`src/rtl/pipe_hazard_unit_pkg.sv`:
```
// Shared types for the pipeline hazard unit: tracking-table entry layout and
// forwarding-select encoding.
package pipe_hazard_unit_pkg;

    // Register indices are zero-extended into a fixed-width field so the entry
    // type can live in a package; the top rejects IDX_W wider than this.
    localparam int RD_MAX_W = 16;

    // fwd select value meaning "take the operand from the register file"
    localparam int FWD_RF = 0;

    typedef struct packed {
        logic                valid;
        logic [RD_MAX_W-1:0] rd;
        logic                is_load;
    } hz_entry_t;

    localparam hz_entry_t HZ_BUBBLE = '0;

endpackage

```
`src/rtl/pipe_hazard_unit_match.sv`:
```
// Per-operand priority match of one ID source against the tracking table;
// produces the forwarding select and whether this operand needs a stall.
module hazard_match
    import pipe_hazard_unit_pkg::*;
#(
    parameter int NUM_STAGES       = 3,
    parameter int IDX_W            = 5,
    parameter int LOAD_READY_STAGE = 2,
    parameter int FWD_EN           = 1,
    parameter int SEL_W            = 2
) (
    input  logic                        id_valid,
    input  logic                        src_used,
    input  logic [IDX_W-1:0]            src_idx,
    input  hz_entry_t [NUM_STAGES-1:0]  entries,
    output logic [SEL_W-1:0]            fwd_sel,
    output logic                        need_stall
);

    logic [RD_MAX_W-1:0] src_ext;
    logic                hit;
    logic                hit_load;
    int                  hit_stage;

    assign src_ext = RD_MAX_W'(src_idx);

    always_comb begin
        hit       = 1'b0;
        hit_load  = 1'b0;
        hit_stage = 0;
        // Scan oldest to youngest so the youngest producer is the last writer.
        // The WB entry is skipped: the register file writes through.
        for (int k = NUM_STAGES - 1; k >= 1; k--) begin
            if (src_used && entries[k-1].valid &&
                (entries[k-1].rd == src_ext) && (src_ext != '0)) begin
                hit       = 1'b1;
                hit_load  = entries[k-1].is_load;
                hit_stage = k;
            end
        end

        fwd_sel    = SEL_W'(FWD_RF);
        need_stall = 1'b0;
        if (id_valid && hit) begin
            if (FWD_EN != 0) begin
                fwd_sel    = SEL_W'(hit_stage);
                need_stall = hit_load && (hit_stage < LOAD_READY_STAGE);
            end else begin
                need_stall = 1'b1;
            end
        end
    end

endmodule

```
`src/rtl/pipe_hazard_unit.sv`:
```
// Data-hazard unit: tracks destination registers of in-flight instructions,
// selects forwarding sources for the ID operands and raises stall.
module pipe_hazard_unit
    import pipe_hazard_unit_pkg::*;
#(
    parameter int NUM_STAGES       = 3,
    parameter int IDX_W            = 5,
    parameter int LOAD_READY_STAGE = 2,
    parameter int FWD_EN           = 1,
    parameter int FLUSH_STAGES     = 2,
    parameter int CNT_W            = 32
) (
    input  logic                          clk,
    input  logic                          rst,
    input  logic                          id_valid,
    input  logic [IDX_W-1:0]              id_rs1_idx,
    input  logic [IDX_W-1:0]              id_rs2_idx,
    input  logic                          id_rs1_used,
    input  logic                          id_rs2_used,
    input  logic [IDX_W-1:0]              id_rd_idx,
    input  logic                          id_reg_wr,
    input  logic                          id_rd_mem,
    input  logic                          flush,
    input  logic                          mem_wait,
    output logic                          stall,
    output logic [$clog2(NUM_STAGES)-1:0] fwd_a_sel,
    output logic [$clog2(NUM_STAGES)-1:0] fwd_b_sel,
    output logic [CNT_W-1:0]              stall_cnt
);

    localparam int SEL_W = $clog2(NUM_STAGES);

    if (NUM_STAGES < 2 || NUM_STAGES > 8) begin : g_bad_num_stages
        $error("pipe_hazard_unit: NUM_STAGES must be within 2..8");
    end
    if (LOAD_READY_STAGE < 1 || LOAD_READY_STAGE > NUM_STAGES) begin : g_bad_load_ready
        $error("pipe_hazard_unit: LOAD_READY_STAGE must be within 1..NUM_STAGES");
    end
    if (FLUSH_STAGES < 0 || FLUSH_STAGES > NUM_STAGES) begin : g_bad_flush_stages
        $error("pipe_hazard_unit: FLUSH_STAGES must be within 0..NUM_STAGES");
    end
    if (IDX_W < 1 || IDX_W > RD_MAX_W) begin : g_bad_idx_w
        $error("pipe_hazard_unit: IDX_W exceeds the entry rd field");
    end

    // entries_q[k-1] is the instruction currently in stage k (1 = EX).
    hz_entry_t [NUM_STAGES-1:0] entries_q, entries_d;
    logic                       flush_pend_q, flush_pend_d;
    logic [CNT_W-1:0]           stall_cnt_q, stall_cnt_d;

    logic      stall_a, stall_b;
    logic      flush_now;
    hz_entry_t new_entry;

    hazard_match #(
        .NUM_STAGES       (NUM_STAGES),
        .IDX_W            (IDX_W),
        .LOAD_READY_STAGE (LOAD_READY_STAGE),
        .FWD_EN           (FWD_EN),
        .SEL_W            (SEL_W)
    ) u_match_a (
        .id_valid   (id_valid),
        .src_used   (id_rs1_used),
        .src_idx    (id_rs1_idx),
        .entries    (entries_q),
        .fwd_sel    (fwd_a_sel),
        .need_stall (stall_a)
    );

    hazard_match #(
        .NUM_STAGES       (NUM_STAGES),
        .IDX_W            (IDX_W),
        .LOAD_READY_STAGE (LOAD_READY_STAGE),
        .FWD_EN           (FWD_EN),
        .SEL_W            (SEL_W)
    ) u_match_b (
        .id_valid   (id_valid),
        .src_used   (id_rs2_used),
        .src_idx    (id_rs2_idx),
        .entries    (entries_q),
        .fwd_sel    (fwd_b_sel),
        .need_stall (stall_b)
    );

    // stall=1 means the ID instruction is not accepted this cycle: PC and
    // IF/ID hold and a bubble enters EX; the producer side never waits on it.
    assign stall     = mem_wait | stall_a | stall_b;
    assign stall_cnt = stall_cnt_q;

    always_comb begin
        entries_d    = entries_q;
        flush_pend_d = flush_pend_q;
        stall_cnt_d  = stall_cnt_q;
        flush_now    = flush | flush_pend_q;

        new_entry = HZ_BUBBLE;
        if (id_valid && !stall && !flush_now && id_reg_wr && (id_rd_idx != '0)) begin
            new_entry.valid   = 1'b1;
            new_entry.rd      = RD_MAX_W'(id_rd_idx);
            new_entry.is_load = id_rd_mem;
        end

        if (mem_wait) begin
            // Table frozen; a flush seen now is remembered for the release cycle.
            flush_pend_d = flush_now;
        end else begin
            flush_pend_d = 1'b0;
            for (int k = NUM_STAGES - 1; k >= 1; k--) begin
                entries_d[k] = entries_q[k-1];
            end
            entries_d[0] = new_entry;
            if (flush_now) begin
                for (int k = 0; k < FLUSH_STAGES; k++) begin
                    entries_d[k] = HZ_BUBBLE;
                end
            end
        end

        if (stall && (stall_cnt_q != '1)) begin
            stall_cnt_d = stall_cnt_q + CNT_W'(1);
        end
    end

    always_ff @(posedge clk) begin
        if (rst) begin
            entries_q    <= '0;
            flush_pend_q <= 1'b0;
            stall_cnt_q  <= '0;
        end else begin
            entries_q    <= entries_d;
            flush_pend_q <= flush_pend_d;
            stall_cnt_q  <= stall_cnt_d;
        end
    end

endmodule

```
`config.mk`:
```
export PLATFORM = sky130hd
export DESIGN_NAME = pipe_hazard_unit
export DESIGN_NICKNAME = d
export VERILOG_FILES = /design/src/rtl/pipe_hazard_unit_pkg.sv /design/src/rtl/pipe_hazard_unit_match.sv /design/src/rtl/pipe_hazard_unit.sv
export SDC_FILE = /design/constraint.sdc
export NUM_CORES = 1
export LEC_CHECK = 0
export CORE_ASPECT_RATIO = 0.75
export CORE_MARGIN = 2
export CORE_UTILIZATION = 44
export DETAILED_ROUTE_END_ITERATION = 6
export PLACE_DENSITY = 0.76
export SLEW_MARGIN = 20
export SYNTH_ARGS = -nofsm -noshare
export SYNTH_HDL_FRONTEND = slang
export SYNTH_SLANG_ARGS = --single-unit
export TNS_END_PERCENT = 1
```
`constraint.sdc`:
```
create_clock -name clk -period 2 [get_ports clk]
set_input_delay 0.4 -clock clk [delete_from_list [all_inputs] [get_ports clk]]
set_output_delay 0.4 -clock clk [all_outputs]
set_load 0.01 [all_outputs]
```
---- Yosys cells after proc, flatten, opt, wreduce, memory -nomap -nowiden ----
Cells that the tools add are included.
Widths: inputs -> output; s select.
word-level totals
  register bits after elaboration ......... 69
  input port bits ......................... 24
operators by class
  $add $sub $neg .......................... 1
  $lt $le $gt $ge ......................... 2
  equal/unequal tests ..................... 5
  multiplexer cells ....................... 18
  bitwise logic cells ..................... 4
  reduce and logical (&&, ||, !) cells .... 27
operators by type and width
  operator               number
  $eq 16x5->1            4
  $mux 36                1
  $add 32x1->32 const B  1
  $ne 32x32->1 const B   1
  $reduce_bool 16->1     2
  $logic_and 1x1->1      21
  $mux 18                1
  $mux 2                 6
  $mux 1                 10
  $reduce_bool 5->1      1
  $lt 2x2->1 const B     2
  $or 1x1->1             3
  $logic_not 1->1        2
  $reduce_or 2->1        1
  $not 1->1              1

---- Longest topological paths before layout ----
  depth after elaboration ................. 17
  mapped depth ............................ 9
  mapped depth without buffers ............ 8

---- Modules after synthesis ----
A second synthesis with hierarchy kept.
second synthesis, totals
  cells, all modules ...................... 313
  area, all modules ....................... 3004.1 um2
by module, submodules not included
  module            instances  cells an instance  area each (um2)  sequential area each (um2)
  pipe_hazard_unit  1          257                2561.2           1081.0
  hazard_match      2          28                 221.5            0.0

---- Worst setup path before layout ----
No wires, ideal clock.
  kind .................................... in2reg
  start ................................... input port id_rs2_idx[1]
  end ..................................... register stall_cnt_q[5], in the netlist stall_cnt[5]
  arrival time ............................ 2027 ps
  data required time ...................... 1879 ps
  slack ................................... -148 ps
  cell stages on the path ................. 7
  buffers on the path ..................... 0
  cells stage by stage .................... or4_1 nor2_1 nor4_2 o21a_1 o21ai_2 nor3_1 mux2_2
between the ends
  cells in the longest elaborated chain, start to end .. 10
  elaborated cells on any way between the ends .. 19
  those cells by class .................... order compare: 1; eq/ne: 2; mux: 7; bitwise: 1; reduce/logical: 8
ends and longest elaborated chain
  what                   line                          source
  from (decl)            pipe_hazard_unit.sv:17        input logic [IDX_W-1:0] id_rs2_idx,
  $eq 16x5->1            pipe_hazard_unit_match.sv:35  (entries[k-1].rd == src_ext) && (src_ext != '0)) begin
  $logic_and 1x1->1      pipe_hazard_unit_match.sv:34  if (src_used && entries[k-1].valid &&
  $logic_and 1x1->1      pipe_hazard_unit_match.sv:35
  $mux 2 (2 in series)   pipe_hazard_unit_match.sv:34
  $lt 2x2->1             pipe_hazard_unit_match.sv:47  need_stall = hit_load && (hit_stage < LOAD_READY_STAGE);
  $logic_and 1x1->1      pipe_hazard_unit_match.sv:47
  $mux 1 (*)             pipe_hazard_unit_match.sv:44  if (id_valid && hit) begin
  $or 1x1->1 (*)         pipe_hazard_unit.sv:87        assign stall = mem_wait | stall_a | stall_b;
  $logic_and 1x1->1 (*)  pipe_hazard_unit.sv:119       if (stall && (stall_cnt_q != '1)) begin
  to (signal assigned)   pipe_hazard_unit.sv:132       stall_cnt_q <= stall_cnt_d;
  to (decl)              pipe_hazard_unit.sv:49        logic [CNT_W-1:0] stall_cnt_q, stall_cnt_d;
Every way passes the cells marked *; elsewhere a longest branch is shown, timed or not.
A chain may end at the register's enable or synchronous reset.

---- Final worst setup path ----
  start ................................... register entries_q[4] (netlist bit)
  end ..................................... output port stall
between the ends
  cells in the longest elaborated chain, start to end .. 9
  elaborated cells on any way between the ends .. 22
  those cells by class .................... order compare: 2; eq/ne: 2; mux: 8; bitwise: 2; reduce/logical: 8
ends and longest elaborated chain
  what                    line                          source
  from (decl)             pipe_hazard_unit.sv:47        hz_entry_t [NUM_STAGES-1:0] entries_q, entries_d;
  from (signal assigned)  pipe_hazard_unit.sv:130       entries_q <= entries_d;
  $eq 16x5->1             pipe_hazard_unit_match.sv:35
  $logic_and 1x1->1       pipe_hazard_unit_match.sv:34
  $logic_and 1x1->1       pipe_hazard_unit_match.sv:35
  $mux 2                  pipe_hazard_unit_match.sv:34
  $lt 2x2->1              pipe_hazard_unit_match.sv:47
  $logic_and 1x1->1       pipe_hazard_unit_match.sv:47
  $mux 1                  pipe_hazard_unit_match.sv:44
  $or 1x1->1              pipe_hazard_unit.sv:87
  $or 1x1->1 (*)          pipe_hazard_unit.sv:87
  to (decl)               pipe_hazard_unit.sv:25        output logic stall,
Marked as above.

==> report_table.html <==
<table>
<tr><th>Metric</th><th>Value</th></tr>
<tr><th colspan="2">Place</th></tr>
<tr><td>Detail Placement HPWL</td><td>5531 µm</td></tr>
<tr><td>Placed cell count</td><td>473</td></tr>
<tr><td>Number of buffers added on ports</td><td>60</td></tr>
<tr><td>Routability-driven placement congestion ratio</td><td>0.9174</td></tr>
<tr><th colspan="2">Routing</th></tr>
<tr><td>Drt first pass iters</td><td>4</td></tr>
<tr><td>ANT nets after route</td><td>0</td></tr>
<tr><td>Post-route DRC violation count</td><td>0</td></tr>
<tr><td>Number of vias per cell</td><td>about 5.4</td></tr>
<tr><td>Final wirelength</td><td>7537 µm</td></tr>
<tr><td>Total via count in the routed design</td><td>2,611</td></tr>
<tr><td>Routed wire per std cell</td><td>15.44 µm</td></tr>
<tr><td>Iter 0 DRT Violations</td><td>between 100 and 150</td></tr>
<tr><th colspan="2">Floorplanning</th></tr>
<tr><td>CORE AREA</td><td>5324 µm²</td></tr>
<tr><td>Total Die Area</td><td>~6100 µm²</td></tr>
<tr><td>Die width</td><td>89.41 µm</td></tr>
<tr><td>Row Count</td><td>23</td></tr>
<tr><td>Starting density of the core</td><td>0.4522</td></tr>
<tr><td>Ports</td><td>slightly above 60</td></tr>
<tr><td>Die Height</td><td>slightly below 70 µm</td></tr>
<tr><th colspan="2">Synthesis</th></tr>
<tr><td>Yosys synthesis warning count</td><td>0</td></tr>
<tr><td>Post-Synthesis Cell Area</td><td>between 2000 and 2500 µm²</td></tr>
<tr><td>Cell with the most instances after synthesis</td><td>sky130_fd_sc_hd__dfxtp_1</td></tr>
<tr><td>Synth Area in Simple Gates</td><td>0.3129</td></tr>
<tr><td>Net count after synthesis</td><td>slightly above 300</td></tr>
<tr><td>Cell count after synthesis</td><td>between 200 and 300</td></tr>
<tr><td>FF+latch count, synth</td><td>46</td></tr>
<tr><td>Area fraction in compound gates after synthesis</td><td>0.1507</td></tr>
<tr><td>Number of library cell types mapped by synthesis</td><td>43</td></tr>
<tr><td>Top post-synthesis cells by area</td><td>sky130_fd_sc_hd__dfxtp_1, sky130_fd_sc_hd__xnor2_1, sky130_fd_sc_hd__nand2_1, sky130_fd_sc_hd__nor2_1, sky130_fd_sc_hd__a22o_1</td></tr>
<tr><td>Adder and majority cell fraction of the synthesized area</td><td>0.005198</td></tr>
<tr><td>Sequential element share of the synthesized area</td><td>0.3825</td></tr>
<tr><td>Count of flip-flops with a built-in enable after synthesis</td><td>0</td></tr>
<tr><td>Fraction of synthesized area in multiplexers</td><td>0.008836</td></tr>
<tr><td>Avg Inst Size Synth</td><td>8.628 µm²</td></tr>
<tr><td>Most common library cells after synthesis</td><td>sky130_fd_sc_hd__dfxtp_1, sky130_fd_sc_hd__nand2_1, sky130_fd_sc_hd__nor2_1, sky130_fd_sc_hd__xnor2_1, sky130_fd_sc_hd__o21ai_0</td></tr>
<tr><td>Top cell type by total area after synthesis</td><td>sky130_fd_sc_hd__dfxtp_1</td></tr>
<tr><td>XOR/XNOR Fraction of Synth Area</td><td>0.1201</td></tr>
<tr><td>Most instantiated flip-flop cell in the synthesis netlist</td><td>sky130_fd_sc_hd__dfxtp_1</td></tr>
<tr><td>FFs w/ async S/R, synth</td><td>0</td></tr>
<tr><td>Combinational family with the most area after synthesis</td><td>simple AND/OR/NAND/NOR gates</td></tr>
<tr><td>Area share of the largest cell type after synthesis</td><td>0.3825</td></tr>
<tr><th colspan="2">Setup path</th></tr>
<tr><td>Arrival time of the worst setup path</td><td>1830 ps</td></tr>
<tr><td>Cell family contributing the most delay on the critical path</td><td>simple AND/OR/NAND/NOR gates</td></tr>
<tr><td>Number of buffer and inverter stages on the critical path</td><td>2</td></tr>
<tr><td>Critical-path maximum fanout</td><td>3</td></tr>
<tr><td>Kind of end point of the critical path</td><td>output pin</td></tr>
<tr><td>Required time of the worst setup path</td><td>1600 ps</td></tr>
<tr><td>Slowest Stage Delay on Critical Path</td><td>370 ps</td></tr>
<tr><td>Series of cell instances along the critical path</td><td>xnor2_1 &gt; nand2_1 &gt; nor4b_4 &gt; buf_4 &gt; o21a_4 &gt; or2_4 &gt; buf_6</td></tr>
<tr><td>Master of the slowest instance on the critical path</td><td>sky130_fd_sc_hd__dfxtp_2</td></tr>
<tr><td>Critical path class</td><td>flop to output pin</td></tr>
<tr><td>Type of element launching the critical path</td><td>flop</td></tr>
<tr><th colspan="2">Final layout</th></tr>
<tr><td>Fraction of final layout cells sized beyond drive strength 1</td><td>0.3414</td></tr>
<tr><td>Number of inserted diodes</td><td>0</td></tr>
<tr><td>Filler cells</td><td>around 410</td></tr>
<tr><td>Post-layout net count</td><td>437</td></tr>
<tr><td>Area overhead of the layout relative to synthesis</td><td>62.06%</td></tr>
<tr><td>Non-filler instance count after layout</td><td>488</td></tr>
<tr><th colspan="2">Global routing</th></tr>
<tr><td>Gr ovfl total</td><td>0</td></tr>
<tr><td>Global Route Usage Sum</td><td>0.2565</td></tr>
<tr><td>Via count of the first global-routing pass</td><td>2,457</td></tr>
<tr><td>Initial antenna violation count</td><td>0</td></tr>
<tr><td>Global-route wire length before repair</td><td>11,950 µm</td></tr>
<tr><td>Largest net degree at the start of global routing</td><td>40</td></tr>
<tr><th colspan="2">Power</th></tr>
<tr><td>Power after layout</td><td>1732 µW</td></tr>
<tr><td>Clock share of power</td><td>0.342</td></tr>
<tr><td>Power density of the placed cells</td><td>443.8 nW/µm²</td></tr>
<tr><td>Peak supply drop</td><td>0.2867 mV</td></tr>
<tr><td>Proportion of power drawn by combinational gates</td><td>0.124</td></tr>
<tr><td>Switch share</td><td>0.2599</td></tr>
<tr><td>Leakage power of the design</td><td>0.001495 µW</td></tr>
<tr><td>Share of total power in sequential cells</td><td>0.534</td></tr>
<tr><td>P_int</td><td>about 1300 µW</td></tr>
<tr><td>Power dissipated by switching net loads</td><td>450.1 µW</td></tr>
<tr><th colspan="2">Clock tree</th></tr>
<tr><td>Clock-pin slew of the registers on the worst-case setup and hold paths</td><td>100 ps</td></tr>
<tr><td>TritonCTS clock tree</td><td>done</td></tr>
<tr><td>Number of buffers inserted by hold repair at cts</td><td>0</td></tr>
<tr><td>Number of sinks driven by the clock tree</td><td>46</td></tr>
<tr><td>Insertion delay of the later-clocked pin in the worst-skew pair</td><td>300 ps</td></tr>
<tr><td>Buffer type at the clock tree root</td><td>sky130_fd_sc_hd__clkbuf_8</td></tr>
<tr><td>Deepest clock path buffer count</td><td>2</td></tr>
<tr><td>Total CTS buffers</td><td>5</td></tr>
<tr><td>H-Tree Level Count</td><td>2</td></tr>
<tr><th colspan="2">STA</th></tr>
<tr><td>Achievable Freq</td><td>448.7 MHz</td></tr>
<tr><td>Total count of hold-check failures in the final report</td><td>0</td></tr>
<tr><td>Fraction of the cycle the final worst path needs</td><td>1.114</td></tr>
<tr><td>Post-route minimum period</td><td>2229 ps</td></tr>
<tr><td>Skew final</td><td>11.31 ps</td></tr>
<tr><td>Final WS setup</td><td>-228.8 ps</td></tr>
<tr><td>Slew margin rel.</td><td>0.7279</td></tr>
<tr><td>Count of pins over their slew limit</td><td>0</td></tr>
<tr><td>Final setup violation count</td><td>29</td></tr>
<tr><td>Sum of negative setup slack</td><td>-3307 ps</td></tr>
<tr><td>Unrepaired setup endpoints after global routing</td><td>yes</td></tr>
<tr><td>Transition time of the tightest slew-check pin</td><td>406.7 ps</td></tr>
<tr><th colspan="2">Outcome</th></tr>
<tr><td>Outcome</td><td>finished with violations</td></tr>
<tr><td>Violated checks</td><td>negative setup slack</td></tr>
<tr><th colspan="2">Hold path</th></tr>
<tr><td>Type of the worst min-delay path</td><td>flop to flop</td></tr>
<tr><th colspan="2">Run</th></tr>
<tr><td># Max-Cap Violations</td><td>0</td></tr>
</table>
==> layout by cell type, fill, tap and decap left out, types with 10 or more instances in the layout <==
cell type                         synthesis  routed
sky130_fd_sc_hd__nor2_1                  26      24
sky130_fd_sc_hd__xnor2_1                 23      21
sky130_fd_sc_hd__o21ai_0                 17      17
sky130_fd_sc_hd__nand4_1                 10      10
sky130_fd_sc_hd__or3_1                   14      13
sky130_fd_sc_hd__a21oi_1                 12      10
sky130_fd_sc_hd__clkdlybuf4s50_1          0      42
sky130_fd_sc_hd__buf_4                    0      68
sky130_fd_sc_hd__dfxtp_1                 46      36
sky130_fd_sc_hd__nand2_1                 28      26
sky130_fd_sc_hd__xor2_1                  10      10
sky130_fd_sc_hd__a22o_1                  11      11
==> kinds of logic (layout without fill, tap and decap cells) <==
kind of cell,count (synthesis),in the layout
AND/OR/NAND/NOR,134,134
AO/OA/AOI/OAI,51,51
flip-flops,46,46
XOR/XNOR,33,33
buffers and inverters,12,146
multiplexers,2,2
adder cells (fa/ha/maj),1,1
==> flip-flops by register name, summed over array words and instances, names as in the netlist <==
signal and flops:
stall_cnt 32, entries_q 13, flush_pend_q 1
==> cell type report <==
type,instances,area [µm²],share of cell area
clock inverter,3,23.77,0.006094
sequential,46,943.4,0.2418
inverter,3,11.26,0.002886
tap,75,93.84,0.02405
clock buffer,5,68.82,0.01764
multi-input combinational,221,1602,0.4105
timing repair buffer,135,1159,0.2970
==> per-stage QoR <==
step / hold WS, ps / instance area (µm²) / setup slack, ps / util
floorplan: 463.6 / 2456 / -61.10 / -
global placement: 478.7 / 3637 / -852.8 / 0.6832
detailed placement: 492.6 / 3637 / -882.8 / 0.6832
CTS: 506.4 / 3820 / -198.7 / 0.7175
global route: 547.2 / 3901 / -300.9 / 0.7328
finish: 508.4 / 3901 / -228.8 / 0.7328
==> worst min-delay path, delay by kind of cell, from the launching register on <==
family / cells / cell delay [ps]
AOI/OAI and AO/OA: 2 / 130
DFF: 1 / 340
==> timing repair <==
item | 4_1_cts | 5_1_grt
endpoints found under the setup margin | 44 | 44
pin swaps | 21 | 11
gates resized for setup | 65 | 33
buffers inserted | 6 | 1
endpoints found under the hold margin | 0 | 0
cloned | 1 | 0
==> power groups by stage <==
stage	sequential (µW)	combinational [µW]	clock, µW
CTS	928	204	595
global placement	950	201	0
detailed placement	951	206	0
floorplan	954	72.9	0
global route	926	230	635
finish	925	214	592
==> per-layer routing <==
metal	routed length (µm)	GRT usage	up-vias
li1	-	-	1274
met1	3675	0.3800	1253
met2	3453	0.3852	78
met3	354	0.04946	6
met4	53	0.05597	0
met5	0	0	-
==> final timing paths <==
kind	slack, ps	endpoint	cells after the start	from
setup / recovery	-230	stall	7	entries_q[4]$_SDFFE_PP0N_
hold / removal	510	stall_cnt[26]$_SDFFE_PP0P_	2	stall_cnt[26]$_SDFFE_PP0P_
setup reg to reg	-200	stall_cnt[25]$_SDFFE_PP0P_	10	entries_q[4]$_SDFFE_PP0N_
hold reg to reg	510	stall_cnt[26]$_SDFFE_PP0P_	2	stall_cnt[26]$_SDFFE_PP0P_
Note: power is estimated with default switching activity, not from simulation.
